--- config.mk ---
export PLATFORM = sky130hd
export DESIGN_NAME = ad_avg_pack
export DESIGN_NICKNAME = d
export VERILOG_FILES = /design/src/rtl/ad9253_pkg.sv /design/src/rtl/ad_avg_acc.sv /design/src/rtl/ad_avg_pack.sv
export SDC_FILE = /design/constraint.sdc
export NUM_CORES = 1
export LEC_CHECK = 0
export CAP_MARGIN = 20
export CELL_PAD_IN_SITES_DETAIL_PLACEMENT = 1
export CELL_PAD_IN_SITES_GLOBAL_PLACEMENT = 2
export CORE_MARGIN = 2
export CORE_UTILIZATION = 38
export DETAILED_ROUTE_END_ITERATION = 16
export PLACE_DENSITY = 0.92
export REMOVE_ABC_BUFFERS = 1
export SLEW_MARGIN = 20
export SYNTH_ARGS = -nofsm -noshare
export SYNTH_HDL_FRONTEND = slang
export SYNTH_SLANG_ARGS = --single-unit
--- constraint.sdc ---
create_clock -name clk -period 7.8 [get_ports clk]
set_input_delay 1.56 -clock clk [delete_from_list [all_inputs] [get_ports clk]]
set_output_delay 1.56 -clock clk [all_outputs]
set_load 0.02 [all_outputs]
--- src/rtl/ad9253_pkg.sv ---
// ad9253_pkg
// Shared constants and helpers for the AD9253 capture path.
//   DW        : ADC sample width (unsigned offset-binary)
//   L_MAX     : largest supported averaging exponent (2^L_MAX samples)
//   LANE_W    : width of one packed result lane
//   LANES     : results packed into one output word
//   clamp_l() : limits a requested averaging exponent to L_MAX
package ad9253_pkg;

  localparam int DW     = 14;
  localparam int L_MAX  = 4;
  localparam int LANE_W = 16;
  localparam int LANES  = 4;

  function automatic logic [2:0] clamp_l(input logic [2:0] req);
    return (req > 3'(L_MAX)) ? 3'(L_MAX) : req;
  endfunction

endpackage

--- src/rtl/ad_avg_acc.sv ---
// ad_avg_acc
// Box-car accumulator: sums 2^l_q consecutive valid samples and emits their
// truncated mean in the same cycle as the last sample of the group.
// Ports:
//   clk, rst_n : sample clock, asynchronous active-low reset
//   cfg_rst    : synchronous re-arm; clears state and latches avg_log2
//   avg_log2   : requested averaging exponent (clamped to L_MAX)
//   ivld/idata : input sample stream
//   res_vld    : a result is available this cycle (combinational)
//   res        : zero-extended averaged result (combinational)
module ad_avg_acc
  import ad9253_pkg::*;
(
  input  logic              clk,
  input  logic              rst_n,
  input  logic              cfg_rst,
  input  logic [2:0]        avg_log2,
  input  logic              ivld,
  input  logic [DW-1:0]     idata,
  output logic              res_vld,
  output logic [LANE_W-1:0] res
);

  logic [DW+L_MAX-1:0] acc;
  logic [L_MAX-1:0]    scnt;
  logic [2:0]          l_q;

  logic [DW+L_MAX-1:0] sum;
  logic [DW+L_MAX-1:0] shifted;
  logic [L_MAX-1:0]    term;
  logic                last;

  // term = 2^l_q - 1, built from a mask so that l_q = L_MAX yields all ones
  // without needing a wider intermediate.
  always_comb begin
    sum     = acc + {{L_MAX{1'b0}}, idata};
    shifted = sum >> l_q;
    term    = ~({L_MAX{1'b1}} << l_q);
    last    = (scnt == term);
    res_vld = ivld && !cfg_rst && last;
    // The mean of DW-bit samples always fits in DW bits.
    res     = {{(LANE_W-DW){1'b0}}, shifted[DW-1:0]};
  end

  always_ff @(posedge clk or negedge rst_n) begin
    if (!rst_n) begin
      acc  <= '0;
      scnt <= '0;
      l_q  <= '0;
    end else if (cfg_rst) begin
      acc  <= '0;
      scnt <= '0;
      l_q  <= clamp_l(avg_log2);
    end else if (ivld) begin
      if (last) begin
        acc  <= '0;
        scnt <= '0;
      end else begin
        acc  <= sum;
        scnt <= scnt + 1'b1;
      end
    end
  end

endmodule

--- src/rtl/ad_avg_pack.sv ---
// ad_avg_pack
// Averages the gated ADC sample stream over 2^L samples and packs four
// results into one 64-bit word presented on a single-entry valid/ready port.
// Ports:
//   clk, rst_n : sample clock, asynchronous active-low reset
//   cfg_rst    : synchronous re-arm of averaging depth and frame state
//   avg_log2   : averaging exponent L (clamped to L_MAX)
//   ivld/idata : head-trimmed sample stream
//   o_vld      : packed word valid
//   o_data     : packed word, lane 0 in [15:0] ... lane 3 in [63:48]
//   o_rdy      : downstream ready
//   overflow   : sticky, set when a completed word is dropped
module ad_avg_pack
  import ad9253_pkg::*;
(
  input  logic                    clk,
  input  logic                    rst_n,
  input  logic                    cfg_rst,
  input  logic [2:0]              avg_log2,
  input  logic                    ivld,
  input  logic [DW-1:0]           idata,
  output logic                    o_vld,
  output logic [LANES*LANE_W-1:0] o_data,
  input  logic                    o_rdy,
  output logic                    overflow
);

  logic                          res_vld;
  logic [LANE_W-1:0]             res;
  logic [1:0]                    lane;
  logic [LANES-1:0][LANE_W-1:0]  pack_q;
  logic                          complete;
  logic [LANES*LANE_W-1:0]       word;

  ad_avg_acc u_acc (
    .clk      (clk),
    .rst_n    (rst_n),
    .cfg_rst  (cfg_rst),
    .avg_log2 (avg_log2),
    .ivld     (ivld),
    .idata    (idata),
    .res_vld  (res_vld),
    .res      (res)
  );

  // The last lane bypasses the pack register so the word is ready in the
  // same cycle the fourth result appears.
  always_comb begin
    complete = res_vld && (lane == 2'd3);
    word     = {res, pack_q[LANES-2:0]};
  end

  always_ff @(posedge clk or negedge rst_n) begin
    if (!rst_n) begin
      lane     <= '0;
      pack_q   <= '0;
      o_vld    <= 1'b0;
      o_data   <= '0;
      overflow <= 1'b0;
    end else if (cfg_rst) begin
      lane     <= '0;
      pack_q   <= '0;
      o_vld    <= 1'b0;
      overflow <= 1'b0;
    end else begin
      if (res_vld) begin
        pack_q[lane] <= res;
        lane         <= lane + 2'd1;
      end
      // A completion may load into a slot being drained this same edge.
      if (complete) begin
        if (!o_vld || o_rdy) begin
          o_data <= word;
          o_vld  <= 1'b1;
        end else begin
          overflow <= 1'b1;
        end
      end else if (o_vld && o_rdy) begin
        o_vld <= 1'b0;
      end
    end
  end

endmodule

---- Word level (Yosys, flattened, before mapping) ----
Cells that the tools add are included.
storage, ports and cells
  input port bits ......................... 22
  bits in writable memories ............... 0
  bits in read-only memories .............. 0
  register bits after elaboration ......... 155
  memories ................................ 0
  latch bits .............................. 0
  logic and storage cells ................. 61
  output and inout port bits .............. 66
cells by class
  shifts and indexed selects .............. 2
  $lt $le $gt $ge ......................... 3
  multiply operators ...................... 0
  equal/unequal tests ..................... 4
  $add $sub $neg .......................... 3
  bitwise operators ....................... 2
  divide/modulo/power cells ............... 0
  reductions and logical operators ........ 15
  mux-type cells .......................... 21
operators by type and width
  operator               count
  $mux W64               2
  $bwmux W64             1
  $mux W18               3
  $demux W16 S2          1
  $add A18 B14 Y18       1
  $shr A18 B3 Y14        1
  $mux W16               1
  $mux W4                3
  $mux W1                7
  $reduce_bool A2 Y1     3
  $logic_and A1 B1 Y1    5
  $add A4 B1 Y4 const B  1
  $eq A4 B4 Y1           1
  $mux W2                2
  $not A4 Y4             1
  $reduce_and A2 Y1      2
  $shl A4 B3 Y4 const A  1
  $gt A3 B3 Y1 const B   1
  $lt A2 B3 Y1 const B   1
  $mux W3                1
  $ne A3 B2 Y1 const B   1
  $reduce_and A3 Y1      1
  $reduce_bool A3 Y1     1
  $add A2 B1 Y2 const B  1
  other kinds (6)        7

---- Longest topological paths before layout ----
  depth in word-level cells ............... 7
  gate-level depth with buffers ........... 11
  gate-level depth less buffers ........... 11

---- By module ----
From an unflattened synthesis, not the netlist that was laid out.
second synthesis, totals
  cells, all modules ...................... 688
  area total of the unflattened synthesis .. 7307.0 µm²
by module, submodules not included
  module       area an instance (µm²)  cells an instance  sequential area each (µm²)  instances
  ad_avg_pack  4516.8                  369                2902.8                      1
  ad_avg_acc   2790.2                  319                625.6                       1

---- Worst setup path before layout ----
Ideal clock, no wire load.
  kind .................................... input to register
  start point ............................. in idata[0]
  end point ............................... reg pack_q[27] in the netlist's numbering
  required time ........................... 7674 ps
  cell stages on the path ................. 11
  data arrival time ....................... 3926 ps
  setup slack ............................. 3748 ps
  buffers on the path ..................... 0
  setup time .............................. 126 ps
  cells stage by stage .................... ha_1 -> inv_1 -> fa_1 -> nand2b_1 -> a21oi_2 -> o311a_4 -> a211oi_4 -> or2_2 -> o221ai_1 -> or2_2 -> a221o_1
between the ends
  longest elaborated chain between the ends .. 5
RTL lines
  item                            line               RTL
  start: declaration              ad_avg_pack.sv:21  input logic [DW-1:0] idata,
  $add A18 B14 Y18                ad_avg_acc.sv:36   sum = acc + {{L_MAX{1'b0}}, idata};
  $shr A18 B3 Y14                 ad_avg_acc.sv:37   shifted = sum >> l_q;
  $bwmux W64                      ad_avg_pack.sv:67  pack_q[lane] <= res;
  $mux W64                        ad_avg_pack.sv:66  if (res_vld) begin
  $mux W64                        ad_avg_pack.sv:60  end else if (cfg_rst) begin
  end signal: indexed assignment  ad_avg_pack.sv:67
  end: declaration                ad_avg_pack.sv:31  logic [LANES-1:0][LANE_W-1:0] pack_q;
Every way passes these cells. The select of a mux whose other input is x is not followed.
A chain may end at the register's enable or synchronous reset.

---- Worst setup path after layout ----
  start point ............................. in idata[0]
  end point ............................... reg pack_q[41] in the netlist's numbering
The elaborated chain is that of the path after synthesis.

==> reports/results.tsv <==
metric	value	unit
H-tree depth	4	
cells on worst reg2reg path	9	
DRC Markers	0	
Worst IR Drop VDD	138	µV
CP Capture Type	register	
hold_buf cts	0	
Clk pin slew, worst setup/hold paths	0.06	ns
Max Clock Skew	0.0146	ns
total wire length	18900	µm
synth warn	0	
Yosys top cell by area	dfrtp_1	
Data arrival, critical path	4.91	ns
FF-to-FF End	o_data[55]	
pwr dens	224	nW/µm²
Synth Cell Area	6770	µm²
hold path start	pack_q[7]	
status	complete, no violations	
Clk pwr share	0.430	
overall routing resource usage	0.212	
Max FO, Critical Path	9	
worst hold path class	reg -> reg	
Post-Synthesis Cells	715	
Rel. slew slack	0.347	
design internal power	1.30	mW
PortBufs	79	
CTS tree	built	
Core ar.	17400	µm²
Starting Density	0.390	
setup TNS	0	ns
Via Count	5613	
post-route ant nets	0	
worst reg-to-reg setup slack	3.71	ns
EDFF count, synth	0	
n_diodes	0	
Comb pwr share	0.188	
Yosys top cell area share	0.469	
Die ar.	18900	µm²
initial DRC count	390	
I/O Pins	88	
Nets	818	
Slew @ Worst Pin	0.979	ns
Die X	138	µm
DR WL/cell	18.6	µm
grt ovf	0	
switching share of power	0.296	
Final Cycle Share	0.594	
post-CTS resize count	0	
Vias/cell	5.54	
share of cells above drive strength 1	0.0837	
largest net degree at the start of global routing	86	
setup bufs post-CTS	0	
Fmax	216	MHz
root cell of the clock tree	clkbuf_16	
vias in the first global route	5830	
Seq/Total Area, Yosys	0.469	
CP Launch Type	primary input	
Final Hold Fails	0	
FP Rows	48	
critical path class	in -> reg	
clk_lat worst skew	0.43	ns
DR pass1 iterations	5	
WHS Endpoint	o_data[7]	
Area contributors post-synth	dfrtp_1 47%, nand2_1 9.7%, o21ai_0 5.0%	
final worst path period need	4.64	ns
fillers	1944	
Psw	0.544	mW
Detail Placement HPWL	12800	µm
Leak	3.82	nW
Sequential Power Share	0.382	
worst reg2reg startpoint	u_acc.l_q[1]	
area grow syn2layout	21.4	%
CTS Buf Count	17	
initial antenna violation count	0	
Final setup viols	0	
Seq cells post-synth	127	
Crit path required time	8.08	ns
RSZ-0062 raised after global routing	no	
Most used DFF post-synth	dfrtp_1	
Worst Hold Path Cells	2	
Max Slew Vio Count	0	
number of max-cap violations	0	
syn avg cell area	9.47	µm²
first-pass GRT wire length	30900	µm
Final GP Congestion	0.818	
Max clock buf depth	2	
Post-synth ARST share	1.00	
post-synth cell types	75	
Die Ht	138	µm
hold_ws	0.466	ns
CTS sink count	127	
## layer usage
layer  global-route usage  up-vias  share of wire
met5                    0        -              0
met4               0.0647        0          0.014
met3               0.0364       23          0.032
met2                0.355      128           0.49
met1                0.280     2843           0.46
li1                     -     2619              -
## Yosys cell counts (4+ instances only)
library cell  count
nand2_1         175
dfrtp_1         127
o21ai_0          68
nor2_1           40
nand3b_1         36
clkbuf_1         28
ha_1             19
a21oi_1          17
inv_1            10
mux2i_1          10
xnor2_1          10
a221o_1           9
buf_4             9
a211oi_1          8
nand3_1           8
xor2_1            8
a22o_1            7
mux4_2            7
a21o_1            6
and3b_1           6
nor3_1            6
and3_1            5
buf_2             5
clkbuf_8          5
nand2b_1          5
or3_1             5
a211o_1           4
o31ai_1           4
or2_2             4
## critical path, cell delays in order
cell and delay [ns]:
clkdlybuf4s50_1 0.40, ha_1 0.22, inv_1 0.08, fa_1 0.22, nand2b_1 0.15, a21oi_2 0.09
o311a_4 0.42, a211oi_4 0.50, xnor2_1 0.20, o221a_2 0.32, a222oi_1 0.58, o21ai_1 0.16
## area by class of cell
| type | count | area (µm²) | share of cell area |
|---|---|---|---|
| Sequential cell | 127 | 3180 | 0.386 |
| Timing Repair Buffer | 85 | 837 | 0.102 |
| Inverter | 12 | 45.0 | 0.00548 |
| Clock inverter | 11 | 131 | 0.0160 |
| Tap cell | 225 | 282 | 0.0342 |
| Clock buffer | 21 | 460 | 0.0560 |
| Multi-Input combinational cell | 533 | 3290 | 0.400 |
## worst max path at each step
| stage | cells past startpoint | start | slack [ns] | to |
|---|---|---|---|---|
| detailed placement | 12 | idata[0] | 2.84 | pack_q[41] |
| global route | 10 | idata[4] | 2.92 | pack_q[21] |
| global placement | 12 | idata[0] | 2.96 | pack_q[38] |
| CTS | 12 | idata[0] | 3.22 | pack_q[41] |
| finish | 12 | idata[0] | 3.16 | pack_q[41] |
| floorplan | 6 | cfg_rst | 3.74 | o_data[57] |
## layout by cell type (no fill, tap or decap), types with 6 or more instances in the layout
master           count
and3b_1              6
nand2_1            174
mux2i_1             10
a22o_1               7
a21o_1               6
mux4_2               7
clkdlybuf4s50_1     78
xnor2_1             10
buf_4                6
a221o_1              9
inv_1               10
dfrtp_1            127
nand3b_1            36
o21ai_0             68
nand3_1              8
ha_1                19
xor2_1               8
a211oi_1             8
a21oi_1             17
nor3_1               6
conb_1               8
clkbuf_16           17
nor2_1              38
## registers in the layout, indices dropped and copies added, names as in the netlist
signal and flops:
overflow 1, o_data 56, lane 2, u_acc.acc 18
o_vld 1, pack_q 42, u_acc.scnt 4, u_acc.l_q 3
## cell families after synthesis
kind of cell	after synthesis	share of synthesized area
AO/OA/AOI/OAI	165	0.170
XOR/XNOR	18	0.0233
adder cells (fa/ha/maj)	20	0.0381
buffers and inverters	62	0.0501
flip-flops	127	0.469
multiplexers	18	0.0397
other	1	0.000554
AND/OR/NAND/NOR	304	0.209
## power groups by stage
| stage | clock network (mW) | logic, mW | registers [mW] |
|---|---|---|---|
| 2_1_floorplan | 0 | 0.225 | 0.707 |
| 3_3_place_gp | 0 | 0.327 | 0.712 |
| 3_5_place_dp | 0 | 0.340 | 0.714 |
| 4_1_cts | 0.811 | 0.345 | 0.702 |
| 5_1_grt | 0.838 | 0.378 | 0.706 |
| 6_report | 0.792 | 0.346 | 0.703 |
## through the flow
| stage | instances | worst slack (ns) | instance area [µm²] | util | power [mW] |
|---|---|---|---|---|---|
| floorplan | 672 | 3.74 | 6500 | - | 0.932 |
| global placement | 981 | 2.96 | 7620 | 0.439 | 1.04 |
| detailed placement | 981 | 2.84 | 7620 | 0.439 | 1.05 |
| CTS | 1013 | 3.22 | 8210 | 0.473 | 1.86 |
| global route | 1014 | 2.92 | 8220 | 0.474 | 1.92 |
| finish | 1014 | 3.16 | 8220 | 0.474 | 1.84 |
Power figures use the tool's default switching activity.
